$ cat src/rtl/common_frame_pkg.sv
// rtl/common_frame_pkg.sv - shared types and helpers for the common-frame header generator
package common_frame_pkg;

  typedef enum logic [1:0] {
    IDLE = 2'd0,
    HEAD = 2'd1,
    BODY = 2'd2
  } state_t;

  // Beat counter must hold values 0..head_bytes
  function automatic int cnt_width(input int head_bytes);
    return $clog2(head_bytes + 1);
  endfunction

endpackage

$ cat src/rtl/axi_stream_inf.sv
// rtl/axi_stream_inf.sv - minimal AXI-stream bundle shared by frame generator and parser
interface axi_stream_inf #(
  parameter int DSIZE = 8
) ();

  localparam int KSIZE = (DSIZE + 7) / 8;

  logic [DSIZE-1:0] axis_tdata;
  logic             axis_tvalid;
  logic             axis_tready;
  logic             axis_tlast;
  logic [KSIZE-1:0] axis_tkeep;
  logic             axis_tuser;

  modport master (
    output axis_tdata,
    output axis_tvalid,
    input  axis_tready,
    output axis_tlast,
    output axis_tkeep,
    output axis_tuser
  );

  modport slaver (
    input  axis_tdata,
    input  axis_tvalid,
    output axis_tready,
    input  axis_tlast,
    input  axis_tkeep,
    input  axis_tuser
  );

endinterface

$ cat src/rtl/gen_common_frame_head.sv
// rtl/gen_common_frame_head.sv - emits a latched fixed-length header then forwards one payload packet
module gen_common_frame_head
  import common_frame_pkg::*;
#(
  parameter int HEAD_BYTES  = 20,
  parameter int DSIZE       = 8,
  parameter int FRAME_CNT_W = 16
) (
  input  logic                        clock,
  input  logic                        rst_n,
  input  logic [HEAD_BYTES*DSIZE-1:0] head_data,
  input  logic                        head_valid,
  output logic                        head_ready,
  output logic                        busy,
  output logic [FRAME_CNT_W-1:0]      frame_cnt,
  axi_stream_inf.slaver               cm_tb_s,
  axi_stream_inf.master               cm_tb_m
);

  localparam int HW    = HEAD_BYTES * DSIZE;
  localparam int CNT_W = cnt_width(HEAD_BYTES);
  localparam logic [CNT_W-1:0] LAST_BEAT = CNT_W'(HEAD_BYTES - 1);

  state_t                 state_q, state_d;
  logic [CNT_W-1:0]       cnt_q, cnt_d;
  logic [HW-1:0]          shreg_q, shreg_d;
  logic                   head_ready_q, head_ready_d;
  logic [FRAME_CNT_W-1:0] frame_cnt_q, frame_cnt_d;

  // Next-state logic: header latch, header shift-out, payload tlast detection
  always_comb begin
    state_d      = state_q;
    cnt_d        = cnt_q;
    shreg_d      = shreg_q;
    head_ready_d = head_ready_q;
    frame_cnt_d  = frame_cnt_q;
    case (state_q)
      IDLE: begin
        // head_ready rises one cycle after reset and stays up until a header is taken
        head_ready_d = 1'b1;
        if (head_valid && head_ready_q) begin
          shreg_d      = head_data;
          cnt_d        = '0;
          head_ready_d = 1'b0;
          state_d      = HEAD;
        end
      end
      HEAD: begin
        if (cm_tb_m.axis_tready) begin
          shreg_d = shreg_q << DSIZE;
          cnt_d   = cnt_q + CNT_W'(1);
          if (cnt_q == LAST_BEAT) begin
            state_d = BODY;
          end
        end
      end
      BODY: begin
        if (cm_tb_s.axis_tvalid && cm_tb_m.axis_tready && cm_tb_s.axis_tlast) begin
          // Ready is raised together with the return to IDLE so the next header
          // is accepted on the very next cycle
          state_d      = IDLE;
          head_ready_d = 1'b1;
          frame_cnt_d  = frame_cnt_q + FRAME_CNT_W'(1);
        end
      end
      default: begin
        state_d      = IDLE;
        head_ready_d = 1'b0;
      end
    endcase
  end

  // State registers with synchronous active-low reset
  always_ff @(posedge clock) begin
    if (!rst_n) begin
      state_q      <= IDLE;
      cnt_q        <= '0;
      shreg_q      <= '0;
      head_ready_q <= 1'b0;
      frame_cnt_q  <= '0;
    end else begin
      state_q      <= state_d;
      cnt_q        <= cnt_d;
      shreg_q      <= shreg_d;
      head_ready_q <= head_ready_d;
      frame_cnt_q  <= frame_cnt_d;
    end
  end

  // Stream steering: header beats come straight from flops, payload is a zero-latency pass-through
  always_comb begin
    cm_tb_m.axis_tvalid = 1'b0;
    cm_tb_m.axis_tdata  = '0;
    cm_tb_m.axis_tlast  = 1'b0;
    cm_tb_m.axis_tkeep  = '0;
    cm_tb_m.axis_tuser  = 1'b0;
    cm_tb_s.axis_tready = 1'b0;
    case (state_q)
      HEAD: begin
        cm_tb_m.axis_tvalid = 1'b1;
        cm_tb_m.axis_tdata  = shreg_q[HW-1 -: DSIZE];
        cm_tb_m.axis_tkeep  = '1;
      end
      BODY: begin
        cm_tb_m.axis_tvalid = cm_tb_s.axis_tvalid;
        cm_tb_m.axis_tdata  = cm_tb_s.axis_tdata;
        cm_tb_m.axis_tlast  = cm_tb_s.axis_tlast;
        cm_tb_m.axis_tkeep  = cm_tb_s.axis_tkeep;
        cm_tb_m.axis_tuser  = cm_tb_s.axis_tuser;
        cm_tb_s.axis_tready = cm_tb_m.axis_tready;
      end
      default: begin
        cm_tb_s.axis_tready = 1'b0;
      end
    endcase
  end

  assign head_ready = head_ready_q;
  assign busy       = (state_q != IDLE);
  assign frame_cnt  = frame_cnt_q;

endmodule

$ cat src/flat_wrapper.sv
// flat-port wrapper written by rule: the top's interface ports become plain ports
module gen_common_frame_head_flat import common_frame_pkg::*;
#(
  parameter int HEAD_BYTES  = 20,
  parameter int DSIZE       = 8,
  parameter int FRAME_CNT_W = 16
)
  (clock, rst_n, head_data, head_valid, head_ready, busy, frame_cnt, cm_tb_s_axis_tdata, cm_tb_s_axis_tvalid, cm_tb_s_axis_tready, cm_tb_s_axis_tlast, cm_tb_s_axis_tkeep, cm_tb_s_axis_tuser, cm_tb_m_axis_tdata, cm_tb_m_axis_tvalid, cm_tb_m_axis_tready, cm_tb_m_axis_tlast, cm_tb_m_axis_tkeep, cm_tb_m_axis_tuser);
  axi_stream_inf #(.DSIZE(DSIZE)) cm_tb_s_i ();
  axi_stream_inf #(.DSIZE(DSIZE)) cm_tb_m_i ();
  input  logic clock;
  input  logic rst_n;
  input  logic [HEAD_BYTES*DSIZE-1:0] head_data;
  input  logic head_valid;
  output logic head_ready;
  output logic busy;
  output logic [FRAME_CNT_W-1:0] frame_cnt;
  input wire logic [$bits(cm_tb_s_i.axis_tdata)-1:0] cm_tb_s_axis_tdata;
  input wire logic [$bits(cm_tb_s_i.axis_tvalid)-1:0] cm_tb_s_axis_tvalid;
  output wire logic [$bits(cm_tb_s_i.axis_tready)-1:0] cm_tb_s_axis_tready;
  input wire logic [$bits(cm_tb_s_i.axis_tlast)-1:0] cm_tb_s_axis_tlast;
  input wire logic [$bits(cm_tb_s_i.axis_tkeep)-1:0] cm_tb_s_axis_tkeep;
  input wire logic [$bits(cm_tb_s_i.axis_tuser)-1:0] cm_tb_s_axis_tuser;
  output wire logic [$bits(cm_tb_m_i.axis_tdata)-1:0] cm_tb_m_axis_tdata;
  output wire logic [$bits(cm_tb_m_i.axis_tvalid)-1:0] cm_tb_m_axis_tvalid;
  input wire logic [$bits(cm_tb_m_i.axis_tready)-1:0] cm_tb_m_axis_tready;
  output wire logic [$bits(cm_tb_m_i.axis_tlast)-1:0] cm_tb_m_axis_tlast;
  output wire logic [$bits(cm_tb_m_i.axis_tkeep)-1:0] cm_tb_m_axis_tkeep;
  output wire logic [$bits(cm_tb_m_i.axis_tuser)-1:0] cm_tb_m_axis_tuser;
  assign cm_tb_s_i.axis_tdata = cm_tb_s_axis_tdata;
  assign cm_tb_s_i.axis_tvalid = cm_tb_s_axis_tvalid;
  assign cm_tb_s_axis_tready = cm_tb_s_i.axis_tready;
  assign cm_tb_s_i.axis_tlast = cm_tb_s_axis_tlast;
  assign cm_tb_s_i.axis_tkeep = cm_tb_s_axis_tkeep;
  assign cm_tb_s_i.axis_tuser = cm_tb_s_axis_tuser;
  assign cm_tb_m_axis_tdata = cm_tb_m_i.axis_tdata;
  assign cm_tb_m_axis_tvalid = cm_tb_m_i.axis_tvalid;
  assign cm_tb_m_i.axis_tready = cm_tb_m_axis_tready;
  assign cm_tb_m_axis_tlast = cm_tb_m_i.axis_tlast;
  assign cm_tb_m_axis_tkeep = cm_tb_m_i.axis_tkeep;
  assign cm_tb_m_axis_tuser = cm_tb_m_i.axis_tuser;
  gen_common_frame_head #(.HEAD_BYTES(HEAD_BYTES), .DSIZE(DSIZE), .FRAME_CNT_W(FRAME_CNT_W)) u_core (.clock(clock), .rst_n(rst_n), .head_data(head_data), .head_valid(head_valid), .head_ready(head_ready), .busy(busy), .frame_cnt(frame_cnt), .cm_tb_s(cm_tb_s_i), .cm_tb_m(cm_tb_m_i));
endmodule
$ cat config.mk
export PLATFORM = sky130hd
export DESIGN_NAME = gen_common_frame_head_flat
export DESIGN_NICKNAME = d
export VERILOG_FILES = /design/src/rtl/common_frame_pkg.sv /design/src/rtl/axi_stream_inf.sv /design/src/rtl/gen_common_frame_head.sv /design/src/flat_wrapper.sv
export SDC_FILE = /design/constraint.sdc
export NUM_CORES = 1
export LEC_CHECK = 0
export CELL_PAD_IN_SITES_DETAIL_PLACEMENT = 1
export CELL_PAD_IN_SITES_GLOBAL_PLACEMENT = 1
export CORE_UTILIZATION = 37
export DETAILED_ROUTE_END_ITERATION = 16
export PLACE_DENSITY = 0.8
export SKIP_LAST_GASP = 1
export SYNTH_ARGS = -nofsm -noshare
export SYNTH_HDL_FRONTEND = slang
export SYNTH_SLANG_ARGS = --single-unit
$ cat constraint.sdc
create_clock -name clock -period 2.3 [get_ports clock]
set_input_delay 0.345 -clock clock [delete_from_list [all_inputs] [get_ports clock]]
set_output_delay 0.345 -clock clock [all_outputs]
set_load 0.1 [all_outputs]
==> Yosys cells after proc, flatten, opt, wreduce, memory -nomap -nowiden <==
Index checks and enable logic that the tools add are counted.
{ "totals": {"input_bits": 176, "regBits": 184, "output_inout_bits": 31, "elab_cells": 45} }
{ "classes": {"n_eq_ne": 7, "mux": 20, "n_bitwise": 1, "add_sub_neg": 2, "reduce_logical": 10} }
{ "op_table": {"columns": ["operator", "count"], "rows": [
  ["$mux 160", 2],
  ["$pmux 160 s2", 1],
  ["$add 16x1->16 const B", 1],
  ["$pmux 8 s2", 1],
  ["$mux 5", 2],
  ["$pmux 5 s2", 1],
  ["$mux 2", 4],
  ["$ne 2x1->1 const B", 3],
  ["$pmux 2 s3", 1],
  ["$add 5x1->5 const B", 1],
  ["$eq 5x5->1 const B", 1],
  ["$mux 1", 5],
  ["$pmux 1 s2", 2],
  ["$reduce_and 2->1", 2],
  ["$reduce_and 4->1", 1],
  ["$reduce_bool 2->1", 2],
  ["$logic_and 1x1->1", 3],
  ["$pmux 1 s3", 1],
  ["$reduce_and 3->1", 1],
  ["$eq 2x1->1 const B", 1],
  ["$eq 2x2->1 const B", 1],
  ["$logic_not 2->1", 1],
  ["$ne 2x2->1 const B", 1],
  ["$not 1->1", 1]
]} }

==> Logic depth before layout (Yosys ltp) <==
Gate-level depths: netlist of the first run.
{ "logic_depth": {"depth_word": 4, "depth_mapped": 9, "mapped_depth_nobuf": 6} }

==> Least setup slack after synthesis of the first run <==
OpenSTA, ideal clock, no wires.
{ "synth_path": {"kind": "register to output", "startpoint": "register u_core.state_q[1]", "endpoint": "output cm_tb_m_axis_tkeep", "path_slack_ns": -0.464, "arrival_ns": 2.419, "path_stages_with_launch": 7, "required_time_ns": 1.955, "path_buffers": 2, "path_cell_list": "dfxtp_1 inv_1 ha_1 buf_2 buf_1 a21oi_1 nor2b_1"} }
{ "synth_between": {"elab_chain_len": 2, "word_cells_on_any_way": 3} }
{ "synth_lines": {"columns": ["element", "line", "text"], "rows": [
  ["start, declared", "gen_common_frame_head.sv:24", "state_t state_q, state_d;"],
  ["start signal, assigned", "gen_common_frame_head.sv:82", "state_q <= state_d;"],
  ["$eq 2x2->1 / $eq 2x1->1 (equally long branches)", "gen_common_frame_head.sv:98", "case (state_q)"],
  ["$pmux 1 s2 *", "gen_common_frame_head.sv:98", null],
  ["end, declared", "flat_wrapper.sv:28", "output wire logic [$bits(cm_tb_m_i.axis_tkeep)-1:0] cm_tb_m_axis_tkeep;"]
]} }
Mark *: on every way between the ends. The rest lies on a longest branch, timed or not.

==> Worst setup path after layout of the first run <==
{ "layout_path": {"startpoint": "register u_core.state_q[0]", "endpoint": "output cm_tb_m_axis_tdata[2]"} }
{ "layout_between": {"elab_chain_len": 2, "word_cells_on_any_way": 3} }
{ "layout_lines": {"columns": ["element", "line", "text"], "rows": [
  ["$eq 2x2->1 / $eq 2x1->1 (equally long branches)", "gen_common_frame_head.sv:98", null],
  ["$pmux 8 s2 *", "gen_common_frame_head.sv:98", null],
  ["end, declared", "flat_wrapper.sv:24", "output wire logic [$bits(cm_tb_m_i.axis_tdata)-1:0] cm_tb_m_axis_tdata;"]
]} }
Marked as above.

==> impl_metrics.env, run 1 <==
export IMPL_status="complete, no violations"
export IMPL_powerDensity_nw_per_um2=1310
export IMPL_die_area_um2=23000
export IMPL_post_route_period_util_pct=93.6
export IMPL_ys_ff_latch=184
export IMPL_synth_edff_count=0
export IMPL_wl_met3_um=1230
export IMPL_syn_num_nets=1058
export IMPL_p_leak_uw=0.00393
export IMPL_critical_path_class="flop to primary output"
export IMPL_nets=1230
export IMPL_fmax_mhz=464
export IMPL_cts_buffers=17
export IMPL_clk_latency_ns=0.43
export IMPL_grt_max_degree=110
export IMPL_relSlewSlack_pct=62.2
export IMPL_dr_pass1_iters=4
export IMPL_critical_path_cell_chain="inv_1 > ha_1 > buf_4 > a22oi_1 > nor2b_2 > buf_12"
export IMPL_drtIter0Drc=211
export IMPL_overflow=0
export IMPL_core_area_um2=21900
export IMPL_io_pins=207
export IMPL_cp_start_kind="flop"
export IMPL_ys_warn_count=0
export IMPL_place_congestion=0.824
export IMPL_clock_sinks=184
export IMPL_drive_gt1_share_pct=9.71
export IMPL_rsz0062_at_grt="no"
export IMPL_maxCapViolations=0
export IMPL_wl_per_cell_um=17.9
export IMPL_synth_ff_type="dfxtp_1"
export IMPL_postSynthCellCount=876
export IMPL_cts_root_buf="clkbuf_16"
export IMPL_clkSlewWorstSetupHoldPaths_ns=0.07
export IMPL_rows=54
export IMPL_fin_skew_ns=0.00931
export IMPL_synthToLayoutAreaGrowth_pct=37.6
export IMPL_post_place_cells=1308
export IMPL_routed_wl_um=24000
export IMPL_drc=0
export IMPL_cts_buffer_depth=2
export IMPL_routed_via_density=5.29
export IMPL_dieWidth_um=151
export IMPL_grt_pass1_wl_um=37300
export IMPL_cp_required_ns=1.96
export IMPL_h_tree_depth=4
export IMPL_hpwl_um=16900
export IMPL_hold_path_class="flop to flop"
export IMPL_hold_viol=0
export IMPL_crit_buf_inv=3
export IMPL_top_layer="met5"
export IMPL_min_period_ns=2.15
export IMPL_crit_path_end_kind="primary output"
export IMPL_grt_pass1_vias=7275
export IMPL_critical_path_max_stage_delay_ns=0.40
export IMPL_io_buffers=206
export IMPL_wl_met2_um=11600
export IMPL_synth_area_um2=8270
export IMPL_postCtsSetupBuffers=0
export IMPL_cp_slowest_cell="dfxtp_1"
export IMPL_fin_tns_setup_ns=0
export IMPL_ys_types=41
export IMPL_yosysSeqAreaShare_pct=44.5
export IMPL_start_util_pct=37.8
export IMPL_vias=7099
export IMPL_worstMarginPinSlew_ns=0.552
export IMPL_final_cell_count_no_fill=1342
export IMPL_met1Wirelength_um=10700
export IMPL_grtUsageTotal_pct=20.9
export IMPL_maxSlewViolCount=0
export IMPL_die_height_um=151
export IMPL_setup_viol=0
export IMPL_cts_tree="yes"
export IMPL_critPathMaxFanout=12
export IMPL_postRouteAntennaNets=0
export IMPL_antenna_found_initial=4
export IMPL_async_flop_share_pct=0
export IMPL_worstPathArrival_ns=1.81
export IMPL_ir_drop_uv=674
export IMPL_syn_avg_cell_area_um2=9.44
export IMPL_crit_family="buffers and inverters"
-- area by class of cell --
type                    count  area, µm²
diodes                      1       2.50
clock buffers              19        433
clock inverters            13        116
fillers                  2448      10500
inverters                   6       27.5
multi-input cells         609       4260
flip-flops and latches    184       3680
well taps                 280        350
repair buffers            230       2500
-- power by group --
part	leakage, µW	internal [µW]	switching (µW)
registers	0.00151	4550	795
logic	0.00218	3000	3760
clock network	0.000243	1420	1370
-- metal layers --
layer / vias up / global-route usage, %
li1: 3551 / -
met3: 28 / 5.57
met2: 135 / 35.8
met5: - / 0
met4: 6 / 5.79
met1: 3379 / 25.7
-- per-stage QoR --
step | area [µm²] | worst slack, ns | hold slack [ns] | util [%] | total power [µW]
after global placement | 10800 | 0.196 | 0.466 | 49.3 | 11800
after detailed placement | 10800 | 0.0409 | 0.478 | 49.3 | 12100
after global routing | 11400 | 0.0172 | 0.506 | 52.0 | 16000
final | 11400 | 0.146 | 0.493 | 52.0 | 14900
after CTS | 11300 | 0.0503 | 0.489 | 51.8 | 15000
after floorplan | 8290 | 0.0200 | 0.452 | - | 10100
-- placed cells by master, fill, tap and decap left out, types with 2 or more instances in the layout --
cell / instances
dfxtp_1: 184
clkdlybuf4s50_1: 175
nor2_1: 172
mux2i_1: 155
a211oi_1: 152
buf_4: 29
buf_12: 24
clkbuf_16: 18
a22oi_1: 16
nand2_1: 15
a21oi_1: 11
nor2b_2: 10
nand3_1: 9
xnor2_1: 8
clkinvlp_4: 8
nand4_1: 6
o21ai_0: 6
inv_1: 5
nor3_1: 5
inv_8: 5
o31ai_1: 4
or4_1: 4
ha_1: 4
and2_1: 3
and4_1: 3
nand2b_1: 2
nor4b_1: 2
nor4_1: 2
xor2_1: 2
or3_1: 2
clkbuf_1: 2
-- Yosys cell counts (4+ instances only) --
library cell    n  area [µm²]
nor3_1          5        25.0
mux2i_1       155        1550
a211oi_1      152        1140
o21ai_0         6        30.0
nand4_1         6        37.5
ha_1            6        75.1
buf_1           5        18.8
nor2b_1        11        68.8
a22oi_1        16         120
clkbuf_1       32         120
nand3_1         9        45.0
nand2_1        15        56.3
inv_1           6        22.5
dfxtp_1       184        3680
xnor2_1         8        70.1
o31ai_1         4        30.0
or4_1           4        30.0
buf_2          37         185
nor2_1        172         646
a21oi_1        11        55.1
-- worst paths after layout --
path,slack (ns),start,depth (start not counted),end
setup / recovery,0.15,u_core.state_q[0],6,cm_tb_m_axis_tdata[2]
setup reg to reg,0.19,u_core.state_q[1],7,u_core.shreg_q[95]
hold reg to reg,0.49,u_core.frame_cnt[15],2,u_core.frame_cnt[15]
hold / removal,0.49,u_core.frame_cnt[15],2,u_core.frame_cnt[15]
-- what timing repair did --
item | 4_1_cts | 5_1_grt
gates resized for setup | 0 | 2
hold buffers | 0 | 0
setup endpoints to repair | 0 | 9
-- state kept, by name, summed over array words and instances, names as in the netlist --
name / count
u_core.state_q: 2
u_core.head_ready: 1
u_core.frame_cnt: 16
u_core.shreg_q: 160
u_core.cnt_q: 5
-- cells by family (layout without fill, tap and decap cells) --
logic type,Yosys count,in the layout,share of synthesized area [%]
xor gates and xnor gates,10,10,1.06
muxes,156,156,18.9
other,0,1,0
and+or+nand+nor,241,241,12.8
AOI/OAI and AO/OA,196,196,17.4
buffers and inverters,83,268,4.46
adders and majority gates,6,6,0.908
DFF,184,184,44.5
-- worst reg2reg max path, cell delays in order, from the launching register on --
cell	delay, ns
dfxtp_1	0.32
inv_1	0.15
ha_4	0.23
mux2i_1	0.52
nor2_4	0.10
buf_12	0.20
buf_4	0.22
a211oi_1	0.27
Power figures use the tool's default switching activity.
==> inputs of run 2 (changes only) <==
- GPL_TIMING_DRIVEN: not set -> 0
==> run 2 against run 1 <==
- first-iteration DRC count down 3.3%
- clock power is 16% higher
- wire length increased by 7.1%
- power rose by 3.9%
- critical endpoint is now frame_cnt[3]
==> impl_metrics.env, run 2 (same netlist as run 1, synthesis figures left out) <==
export IMPL_status="complete, no violations"
export IMPL_crit_buf_inv=1
export IMPL_worstMarginPinSlew_ns=0.972
export IMPL_cp_slowest_cell="dlygate4sd2_1"
export IMPL_place_ws_ns=-0.749
export IMPL_cts_tree="yes"
export IMPL_clock_sinks=184
export IMPL_clk_latency_ns=0.44
export IMPL_core_area_um2=21900
export IMPL_h_tree_depth=4
export IMPL_cts_buffer_depth=2
export IMPL_critical_path_class="flop to primary output"
export IMPL_grtUsageTotal_pct=22.6
export IMPL_final_common_cell="dfxtp_1"
export IMPL_critical_path_cell_chain="dlygate4sd2_1"
export IMPL_antenna_found_initial=4
export IMPL_clkSlewWorstSetupHoldPaths_ns=0.08
export IMPL_crit_path_end_kind="primary output"
export IMPL_ir_drop_uv=561
export IMPL_setup_viol=0
export IMPL_min_period_ns=2.22
export IMPL_relSlewSlack_pct=35.5
export IMPL_nets=1282
export IMPL_drc=0
export IMPL_critPathMaxFanout=9
export IMPL_hold_viol=0
export IMPL_final_cell_count_no_fill=1393
export IMPL_fin_tns_setup_ns=0
export IMPL_cts_hold_buf=0
export IMPL_hpwl_um=19200
export IMPL_io_buffers=205
export IMPL_maxSlewViolCount=0
export IMPL_postRouteAntennaNets=0
export IMPL_die_area_um2=23000
export IMPL_largest_register_ffs=160
export IMPL_final_cell_mix="184 x dfxtp_1, 174 x clkdlybuf4s50_1, 172 x nor2_1, 154 x mux2i_1, 152 x a211oi_1"
export IMPL_fmax_mhz=450
export IMPL_dr_pass1_iters=4
export IMPL_powerDensity_nw_per_um2=1350
export IMPL_routed_via_density=5.30
export IMPL_overflow=0
export IMPL_fin_skew_ns=0.0124
export IMPL_wl_per_cell_um=18.4
export IMPL_timing_hold_ws_ns=0.314
export IMPL_crit_family="buffers and inverters"
export IMPL_cts_buffers=17
export IMPL_synthToLayoutAreaGrowth_pct=38.4
export IMPL_rrSetupSlack_ns=0.19
export IMPL_largest_register="u_core.shreg_q"
export IMPL_cts_root_buf="clkbuf_16"
export IMPL_cp_required_ns=1.96
export IMPL_hold_path_class="input port to flop"
export IMPL_grt_pass1_vias=7645
export IMPL_dieWidth_um=151
export IMPL_routed_wl_um=25700
export IMPL_drive_gt1_share_pct=10.3
export IMPL_vias=7378
export IMPL_cp_start_kind="flop"
export IMPL_power_uw=15500
export IMPL_rows=54
export IMPL_drtIter0Drc=204
export IMPL_grt_max_degree=17
export IMPL_p_leak_uw=0.00414
export IMPL_fin_ws_ns=0.0779
export IMPL_die_height_um=151
export IMPL_worstPathArrival_ns=1.88
export IMPL_maxCapViolations=0
export IMPL_place_congestion=0.860
export IMPL_postCtsSetupBuffers=0
export IMPL_grt_pass1_wl_um=39800
export IMPL_start_util_pct=37.8
export IMPL_critical_path_max_stage_delay_ns=0.90
export IMPL_nFillCells=2467
export IMPL_io_pins=207
export IMPL_post_place_cells=1361
export IMPL_post_route_period_util_pct=96.6
-- run 2: final timing paths --
path | start | endpoint | depth (start not counted)
worst max-delay path | u_core.frame_cnt[3] | frame_cnt[3] | 1
worst min-delay path | cm_tb_m_axis_tready | u_core.cnt_q[0] | 3
worst max register to register | u_core.state_q[1] | u_core.shreg_q[32] | 8
worst min register to register | u_core.frame_cnt[15] | u_core.frame_cnt[15] | 2
-- run 2: repair_timing --
action	CTS	global route
resized for setup	123	25
endpoints found under the setup margin	139	143
pin swaps	0	0
endpoints found under the hold margin	0	0
-- run 2: final cells by class --
class,instances,area (µm²),area share [%]
antenna,1,2.50,0.0219
buffer,77,395,3.45
clock buffer,19,453,3.96
clock inverter,12,188,1.64
inverter,6,22.5,0.197
multi-input combinational,609,4270,37.3
sequential,184,3680,32.2
tap,280,350,3.06
timing repair buffer,205,2080,18.1
-- run 2: power breakdown --
group,internal [µW],switching (µW)
logic,2870,4030
clock network,1900,1340
registers,4550,782
total,9320,6160
-- run 2: stage by stage --
step / instance area, µm² / util, %
floorplan: 8290 / -
global placement: 10700 / 48.9
detailed placement: 10700 / 48.9
CTS: 11400 / 51.9
global route: 11400 / 52.3
finish: 11400 / 52.3
-- run 2: worst register-to-register path, stage by stage (launching register included) --
cell      delay (ns)
dfxtp_1         0.32
inv_1           0.12
ha_1            0.18
buf_6           0.15
mux2i_2         0.41
nor2_4          0.11
buf_4           0.22
clkbuf_2        0.23
a211oi_1        0.28
-- run 2: metal layers --
| layer | routed length, µm | share of wire (%) | track usage [%] |
|---|---|---|---|
| met1 | 11600 | 45 | 28.7 |
| met2 | 12500 | 49 | 38.3 |
| met3 | 1080 | 4.2 | 4.13 |
| met4 | 413 | 1.6 | 7.52 |
| met5 | 48 | 0.19 | 0 |
